$ cat config.mk
export PLATFORM = sky130hd
export DESIGN_NAME = t5_dmem
export DESIGN_NICKNAME = d
export VERILOG_FILES = /design/src/rtl/t5_dmem_pkg.sv /design/src/rtl/t5_dmem_align.sv /design/src/rtl/t5_dmem.sv
export SDC_FILE = /design/constraint.sdc
export NUM_CORES = 1
export LEC_CHECK = 0
export ABC_CLOCK_PERIOD_IN_PS = 1500
export CAP_MARGIN = 20
export CELL_PAD_IN_SITES_DETAIL_PLACEMENT = 0
export CELL_PAD_IN_SITES_GLOBAL_PLACEMENT = 1
export CORE_MARGIN = 4
export CORE_UTILIZATION = 28
export CTS_BUF_LIST = sky130_fd_sc_hd__clkbuf_4
export DETAILED_ROUTE_END_ITERATION = 6
export PLACE_DENSITY_LB_ADDON = 0.1
export SYNTH_ARGS = -nofsm -noshare
export SYNTH_HDL_FRONTEND = slang
export SYNTH_SLANG_ARGS = --single-unit
$ cat constraint.sdc
create_clock -name sclk -period 1.5 [get_ports sclk]
set_input_delay 0.3 -clock sclk [delete_from_list [all_inputs] [get_ports sclk]]
set_output_delay 0.3 -clock sclk [all_outputs]
set_load 0.01 [all_outputs]
$ cat src/rtl/t5_dmem_pkg.sv
// Shared T5 data-memory definitions: opcode and size encodings, bus FSM states.
package t5_dmem_pkg;

    localparam logic [4:0] OPC_LOAD  = 5'b00000;
    localparam logic [4:0] OPC_STORE = 5'b01000;

    localparam logic [1:0] SZ_B = 2'b00;
    localparam logic [1:0] SZ_H = 2'b01;
    localparam logic [1:0] SZ_W = 2'b10;

    typedef enum logic {
        ST_IDLE = 1'b0,
        ST_BUSY = 1'b1
    } dmem_state_e;

endpackage

$ cat src/rtl/t5_dmem_align.sv
// Combinational lane select, replicated store data and misalignment detect.
// Zero latency; no flow control.
module t5_dmem_align
    import t5_dmem_pkg::*;
#(
    parameter int XLEN = 32
) (
    input  logic [1:0]      size_i,
    input  logic [1:0]      adr_i,
    input  logic            store_i,
    input  logic [XLEN-1:0] dat_i,
    output logic [3:0]      sel_o,
    output logic [XLEN-1:0] dto_o,
    output logic            mis_o
);

    always_comb begin
        sel_o = 4'h0;
        dto_o = '0;
        mis_o = 1'b0;
        case (size_i)
            SZ_B: begin
                sel_o = 4'b0001 << adr_i;
                dto_o = {(XLEN/8){dat_i[7:0]}};
            end
            SZ_H: begin
                mis_o = adr_i[0];
                sel_o = adr_i[1] ? 4'hC : 4'h3;
                dto_o = {(XLEN/16){dat_i[15:0]}};
            end
            SZ_W: begin
                mis_o = |adr_i;
                sel_o = 4'hF;
                dto_o = dat_i;
            end
            // Reserved size never reaches the bus.
            default: mis_o = 1'b1;
        endcase
        if (!store_i) begin
            dto_o = '0;
        end
    end

endmodule

$ cat src/rtl/t5_dmem.sv
// Data Wishbone initiator: registers a decoded load/store, stb from the edge after accept.
// Holds the pipeline via dstall until ack or timeout; back-to-back issue on the ack cycle.
module t5_dmem
    import t5_dmem_pkg::*;
#(
    parameter int XLEN = 32,
    parameter int TMO  = 15
) (
    input  logic            sclk,
    input  logic            srst_n,
    input  logic            sena,
    input  logic [6:2]      xopc,
    input  logic [14:12]    xfn3,
    input  logic [XLEN-1:0] xalu,
    input  logic [XLEN-1:0] xrs2,
    input  logic            dwb_ack,
    output logic [XLEN-1:0] dwb_adr,
    output logic [XLEN-1:0] dwb_dto,
    output logic [3:0]      dwb_sel,
    output logic            dwb_stb,
    output logic            dwb_cyc,
    output logic            dwb_wre,
    output logic [3:0]      xsel,
    output logic            xstb,
    output logic            xwre,
    output logic            dstall,
    output logic            xmis,
    output logic            derr
);

    localparam int CW = $clog2(TMO + 1);

    dmem_state_e     state_q, state_d;
    logic [CW-1:0]   cnt_q, cnt_d;
    logic [XLEN-1:0] adr_q, adr_d, dto_q, dto_d;
    logic [3:0]      sel_q, sel_d;
    logic            wre_q, wre_d, mis_q, mis_d;

    logic            is_st, req, slot, accept, busy, tmo_hit, al_mis;
    logic [3:0]      al_sel;
    logic [XLEN-1:0] al_dto;
    logic            unused_sgn;

    // Signedness is consumed by t5_back when it extends load data.
    assign unused_sgn = xfn3[14];

    t5_dmem_align #(.XLEN(XLEN)) u_align (
        .size_i  (xfn3[13:12]),
        .adr_i   (xalu[1:0]),
        .store_i (is_st),
        .dat_i   (xrs2),
        .sel_o   (al_sel),
        .dto_o   (al_dto),
        .mis_o   (al_mis)
    );

    assign is_st   = (xopc == OPC_STORE);
    assign req     = sena & ((xopc == OPC_LOAD) | is_st);
    assign busy    = (state_q == ST_BUSY);
    assign slot    = ~busy | dwb_ack;
    assign accept  = req & slot & ~al_mis;
    assign tmo_hit = busy & ~dwb_ack & (cnt_q == CW'(TMO));

    always_comb begin
        state_d = state_q;
        cnt_d   = cnt_q;
        adr_d   = adr_q;
        sel_d   = sel_q;
        dto_d   = dto_q;
        wre_d   = wre_q;
        mis_d   = req & slot & al_mis;
        case (state_q)
            ST_IDLE: begin
                if (accept) begin
                    state_d = ST_BUSY;
                end
            end
            ST_BUSY: begin
                if (accept) begin
                    state_d = ST_BUSY;
                end else if (dwb_ack || tmo_hit) begin
                    state_d = ST_IDLE;
                end else if (cnt_q != CW'(TMO)) begin
                    cnt_d = cnt_q + 1'b1;
                end
            end
            default: state_d = ST_IDLE;
        endcase
        if (accept) begin
            cnt_d = '0;
            adr_d = {xalu[XLEN-1:2], 2'b00};
            sel_d = al_sel;
            dto_d = al_dto;
            wre_d = is_st;
        end
    end

    always_ff @(posedge sclk or negedge srst_n) begin
        if (!srst_n) begin
            state_q <= ST_IDLE;
            cnt_q   <= '0;
            adr_q   <= '0;
            sel_q   <= 4'h0;
            dto_q   <= '0;
            wre_q   <= 1'b0;
            mis_q   <= 1'b0;
        end else begin
            state_q <= state_d;
            cnt_q   <= cnt_d;
            adr_q   <= adr_d;
            sel_q   <= sel_d;
            dto_q   <= dto_d;
            wre_q   <= wre_d;
            mis_q   <= mis_d;
        end
    end

    assign dwb_adr = adr_q;
    assign dwb_dto = dto_q;
    assign dwb_sel = sel_q;
    assign dwb_stb = busy;
    assign dwb_cyc = busy;
    assign dwb_wre = wre_q;
    assign xsel    = sel_q;
    assign xstb    = busy;
    assign xwre    = wre_q;
    assign dstall  = busy & ~dwb_ack & ~tmo_hit;
    assign xmis    = mis_q;
    assign derr    = tmo_hit;

endmodule

## After elaboration in Yosys (flattened, before gate mapping)

Cells that the tools add are included.

| cells by class | value |
|---|---|
| shifts and indexed selects | 1 |
| add/subtract/negate cells | 1 |
| equality and inequality tests | 6 |
| mux-type cells | 13 |
| reductions and logical operators | 7 |
| bitwise logic cells | 13 |

Operators with widths:

| cell | count |
|---|---|
| one-hot mux 32 bit (3 select lines) | 1 |
| 2-to-1 mux 32 bit | 1 |
| 2-to-1 mux 4 bit | 5 |
| one-hot mux 4 bit (3 select lines) | 1 |
| bitwise AND 1 bit | 7 |
| equality test 5 x 4 -> 1 bit (second input constant) | 1 |
| logical NOT 5 bit | 1 |
| adder 4 x 1 -> 4 bit (second input constant) | 1 |
| equality test 4 bit (second input constant) | 1 |
| != test 4 bit (second input constant) | 1 |
| NOT 1 bit | 4 |
| nonzero test 2 bit | 2 |
| << shifter 1 x 2 -> 4 bit (first input constant) | 1 |
| 2-to-1 mux 1 bit | 3 |
| one-hot mux 1 bit (3 select lines) | 1 |
| AND reduction 3 bit | 1 |
| equality test 2 x 1 -> 1 bit (second input constant) | 1 |
| equality test 2 bit (second input constant) | 1 |
| logical NOT 2 bit | 1 |
| != test 2 bit (second input constant) | 1 |
| OR 1 bit | 2 |
| one-hot mux 1 bit (2 select lines) | 1 |
| OR reduction 2 bit | 1 |
| logical OR 1 bit | 1 |

| storage, ports and cells | value |
|---|---|
| output and inout port bits | 80 |
| word-level logic and storage cells | 48 |
| flip-flop bits (word level) | 73 |
| bits of input ports | 76 |

## Longest topological paths before layout

| depth | value |
|---|---|
| depth after elaboration | 7 |
| depth in mapped cells | 7 |
| gate-level depth less buffers | 5 |

## Modules after synthesis

A second synthesis with hierarchy kept.

| unflattened totals | value |
|---|---|
| cell total of the unflattened synthesis | 284 |
| area, all modules | 3,455.8 um^2 |

Modules (own cells, without submodules):

| module | cells an instance | area an instance (um^2) | instances | sequential area each (um^2) |
|---|---|---|---|---|
| t5_dmem | 186 | 2,885.3 | 1 | 1,826.8 |
| t5_dmem_align | 98 | 570.5 | 1 | 0.0 |

## Least setup slack after synthesis

OpenSTA, ideal clock, no wires.

| timing path | value |
|---|---|
| path type | register -> register |
| start point | register state_q, in the netlist dwb_cyc |
| end point | register adr_q[10], in the netlist dwb_adr[10] |
| setup time | 128 ps |
| required time | 1,372 ps |
| arrival time | 1,457 ps |
| cell stages (with the launch flop) | 6 |
| path buffers | 2 |
| setup slack | -84 ps |
| period minus slack after synthesis | 1,584 ps |
| cell sequence | dfrtp_1 nand2b_1 clkbuf_1 o2111ai_2 buf_2 mux2_1 |

| on the way | value |
|---|---|
| longest elaborated chain between the ends | 4 |

RTL lines:

| item | RTL line | text |
|---|---|---|
| start, declared | t5_dmem.sv:33 | `dmem_state_e state_q, state_d;` |
| start signal, assigned | t5_dmem.sv:108 | `state_q <= state_d;` |
| NOT 1 bit | n/a |  |
| OR 1 bit | t5_dmem.sv:60 | `assign slot = ~busy \| dwb_ack;` |
| bitwise AND 1 bit (2 in series) | t5_dmem.sv:61 | `assign accept = req & slot & ~al_mis;` |
| end signal, assigned | t5_dmem.sv:110 | `adr_q <= adr_d;` |
| end, declared | t5_dmem.sv:35 | `logic [XLEN-1:0] adr_q, adr_d, dto_q, dto_d;` |

No other way between the ends.
A chain may end at the register's enable or synchronous reset.

## Worst setup path after layout

| timing path | value |
|---|---|
| start point | register cnt_q[0] |
| end point | output port dstall |

| on the way | value |
|---|---|
| longest elaborated chain between the ends | 4 |

RTL lines:

| item | RTL line | text |
|---|---|---|
| start, declared | t5_dmem.sv:34 | `logic [CW-1:0] cnt_q, cnt_d;` |
| start signal, assigned | t5_dmem.sv:109 | `cnt_q <= cnt_d;` |
| equality test 4 bit | t5_dmem.sv:62 | `assign tmo_hit = busy & ~dwb_ack & (cnt_q == CW'(TMO));` |
| bitwise AND 1 bit | t5_dmem.sv:62 |  |
| NOT 1 bit | t5_dmem.sv:127 | `assign dstall = busy & ~dwb_ack & ~tmo_hit;` |
| bitwise AND 1 bit | t5_dmem.sv:127 |  |
| end, declared | t5_dmem.sv:26 | `output logic dstall,` |

No other way between the ends.

==> results.py <==
metrics = {
    "floorplan": {
        "die_w_um": 117,
        "boundaryPins": 156,
        "core_area_um2": 11600,
        "start_util": 0.289,
        "die_area_um2": 13800,
        "fp-row-count": 39,
        "die_height_um": 117,
    },
    "power": {
        "power.density_nw_per_um2": 899,
        "p_leak_nw": 3.04,
        "peakVddDrop_uv": 368,
    },
    "sta": {
        "setup_tns_ns": -2.82,
        "rsz0062_at_grt": "true",
        "worst_slack_ns": -0.143,
        "setup_violations": 48,
        "maxSlewViolCount": 0,
        "hold_viol_final": 0,
        "fin_crit_sh": 1.10,
        "clock_skew_ns": 0.0200,
        "fin_hold_ws_ns": 0.341,
        "fmax_mhz": 609,
        "period_needed_ns": 1.64,
    },
    "layout": {
        "instances_no_fill": 654,
        "final_area_um2": 6010,
        "final_cell_mix": "dfrtp_1, clkdlybuf4s50_1, dlygate4sd2_1",
        "layout-drive-gt1-share": 0.344,
        "layout.nets": 584,
        "antenna_cells": 0,
        "final_common_cell": "dfrtp_1",
        "synthToLayoutAreaGrowth_pct": 79.8,
        "fillCellCount": 1081,
    },
    "yosys": {
        "synth_area_per_cell_um2": 10.9,
        "synth-edff-count": 0,
        "yosys.area.top_type_share": 0.546,
        "synthArstFlopShare": 1.00,
        "ys_seq_area_frac": 0.546,
        "syn_inst": 306,
        "syn_area_um2": 3340,
        "ys_ff_latch": 73,
        "ys_warn_count": 0,
        "ys.flop_type": "dfrtp_1",
        "synth_top_cell_by_area": "dfrtp_1",
        "synth.area.top_cells": "dfrtp_1, mux2_1, nand2_1",
        "yosysUniqueCellTypes": 36,
    },
    "route": {
        "wl_per_cell_um": 17.3,
        "ant_nets": 0,
        "routed_wl_mm": 11.3,
        "drc": 0,
        "via_per_inst": 4.61,
        "drt_first_pass_iters": 4,
        "drt_iter0_drc": 99,
        "vias": 3015,
    },
    "grt": {
        "grt_antenna_before_repair": 0,
        "track_usage": 0.168,
        "grt_overflow": 0,
        "grt_pass1_wl_mm": 17.4,
        "first_global_vias": 3265,
        "grt_max_degree": 31,
    },
    "worst_setup_path": {
        "required_ns": 1.20,
        "path_class": "reg2out",
        "worst_setup_path_start_kind": "register",
        "critPathMaxFanout": 2,
        "cp.arrival_ns": 1.34,
        "cp-end-kind": "output pin",
    },
    "clocking": {
        "clk_latency_ns": 0.44,
        "cts_buffer_depth": 2,
        "tritoncts": "built",
        "cts.sinks": 73,
        "numCtsBuffers": 9,
        "htreeDepth": 3,
        "root_buffer": "clkbuf_4",
        "path_clk_slew_ns": 0.14,
    },
    "placed_design": {
        "place_worst_setup_slack_ns": -0.547,
        "gp_congestion": 0.819,
        "dp.final_hpwl_mm": 7.56,
        "dpl_cell_area_um2": 5270,
        "post-place-cells": 615,
        "io_buffers": 152,
    },
    "status": {
        "status": "finished with violations",
        "violations": "setup timing",
    },
    "run": {
        "drv_cap": 0,
    },
    "hold_path": {
        "hp-class": "in2async",
    },
}
metrics by stage:
step	power, W	utilization
after floorplan	0.00305	-
after global routing	0.00571	0.520
after global placement	0.00406	0.455
final	0.00540	0.520
after CTS	0.00531	0.506
after detailed placement	0.00409	0.455
metal layers:
| layer | track usage | vias up | wire (um) |
|---|---|---|---|
| met5 | 0 | - | 0 |
| met4 | 0.0505 | 0 | 111 |
| met3 | 0.0504 | 9 | 835 |
| met2 | 0.280 | 102 | 5470 |
| met1 | 0.210 | 1452 | 4910 |
| li1 | - | 1452 | - |
final cells by class:
type / instances / area, um2 / area share
Clock inverter: 6 / 60.1 / 0.00999
Inverter: 3 / 11.3 / 0.00187
Multi-Input combinational cell: 202 / 1720 / 0.286
Sequential cell: 73 / 1830 / 0.304
Timing Repair Buffer: 218 / 2150 / 0.357
Tap cell: 143 / 179 / 0.0298
Clock buffer: 9 / 67.6 / 0.0112
registers in the layout (all words and copies together) (netlist names):
| register | flops |
|---|---|
| xmis | 1 |
| dwb_adr | 30 |
| dwb_cyc | 1 |
| dwb_wre | 1 |
| dwb_dto | 32 |
| cnt_q | 4 |
| dwb_sel | 4 |
power by group:
group          internal, W  switching (W)  leakage, nW
combinational      0.00101       0.000701         2.01
sequential         0.00227       0.000195        0.967
clock             0.000490       0.000735       0.0676
path summary, 6_finish.rpt:
| path | from | endpoint | slack, ns | depth (start not counted) |
|---|---|---|---|---|
| setup / recovery | cnt_q[0]$_DFFE_PN0P_ | dstall | -0.14 | 5 |
| hold / removal | srst_n | dwb_sel[2]$_DFFE_PN0P_ | 0.34 | 2 |
| setup reg to reg | dwb_cyc$_DFF_PN0_ | dwb_adr[25]$_DFFE_PN0P_ | -0.09 | 6 |
| hold reg to reg | dwb_dto[5]$_DFFE_PN0P_ | dwb_dto[5]$_DFFE_PN0P_ | 0.51 | 2 |
| max in group asynchronous | srst_n | dwb_adr[16]$_DFFE_PN0P_ | 0.56 | 3 |
| min in group sclk | xopc[5] | dwb_dto[18]$_DFFE_PN0P_ | 0.47 | 4 |
worst max-delay path, stage by stage, from the launching register on:
cell      delay (ns)
dfrtp_1         0.41
ha_4            0.16
nand2_4         0.06
o21bai_4        0.13
inv_2           0.05
buf_6           0.11
cells in the mapped netlist (3+ instances only):
cell      number
dfrtp_1       73
nand2_1       40
mux2_1        31
a21oi_1       19
o21ai_1       19
nor2_1        16
buf_2         10
buf_4         10
nand2b_1      10
mux2i_1        9
nor2b_1        9
a21o_1         8
a22o_1         8
clkbuf_1       8
o21ai_2        7
nor3_1         3
repair_timing:
| action | 4_1_cts | 5_1_grt |
|---|---|---|
| hold endpoints to repair | 28 | 0 |
| hold buffers | 1 | 0 |
| buffers inserted | 18 | 2 |
| endpoints found under the setup margin | 131 | 79 |
| gates resized for setup | 192 | 64 |
| cloned | 7 | 0 |
| pin swaps | 35 | 16 |
cells by family (layout without fill, tap and decap cells):
logic type      after synthesis  in the layout  synth area share
simple gates                 88             88             0.127
flops                        73             73             0.546
compound gates               70             70             0.137
mux                          40             40             0.131
buf+inv                      32            236            0.0509
fa+ha+maj                     1              1           0.00374
other cells                   1              2           0.00112
xor+xnor                      1              1           0.00262
Note: power is estimated with default switching activity, not from simulation.
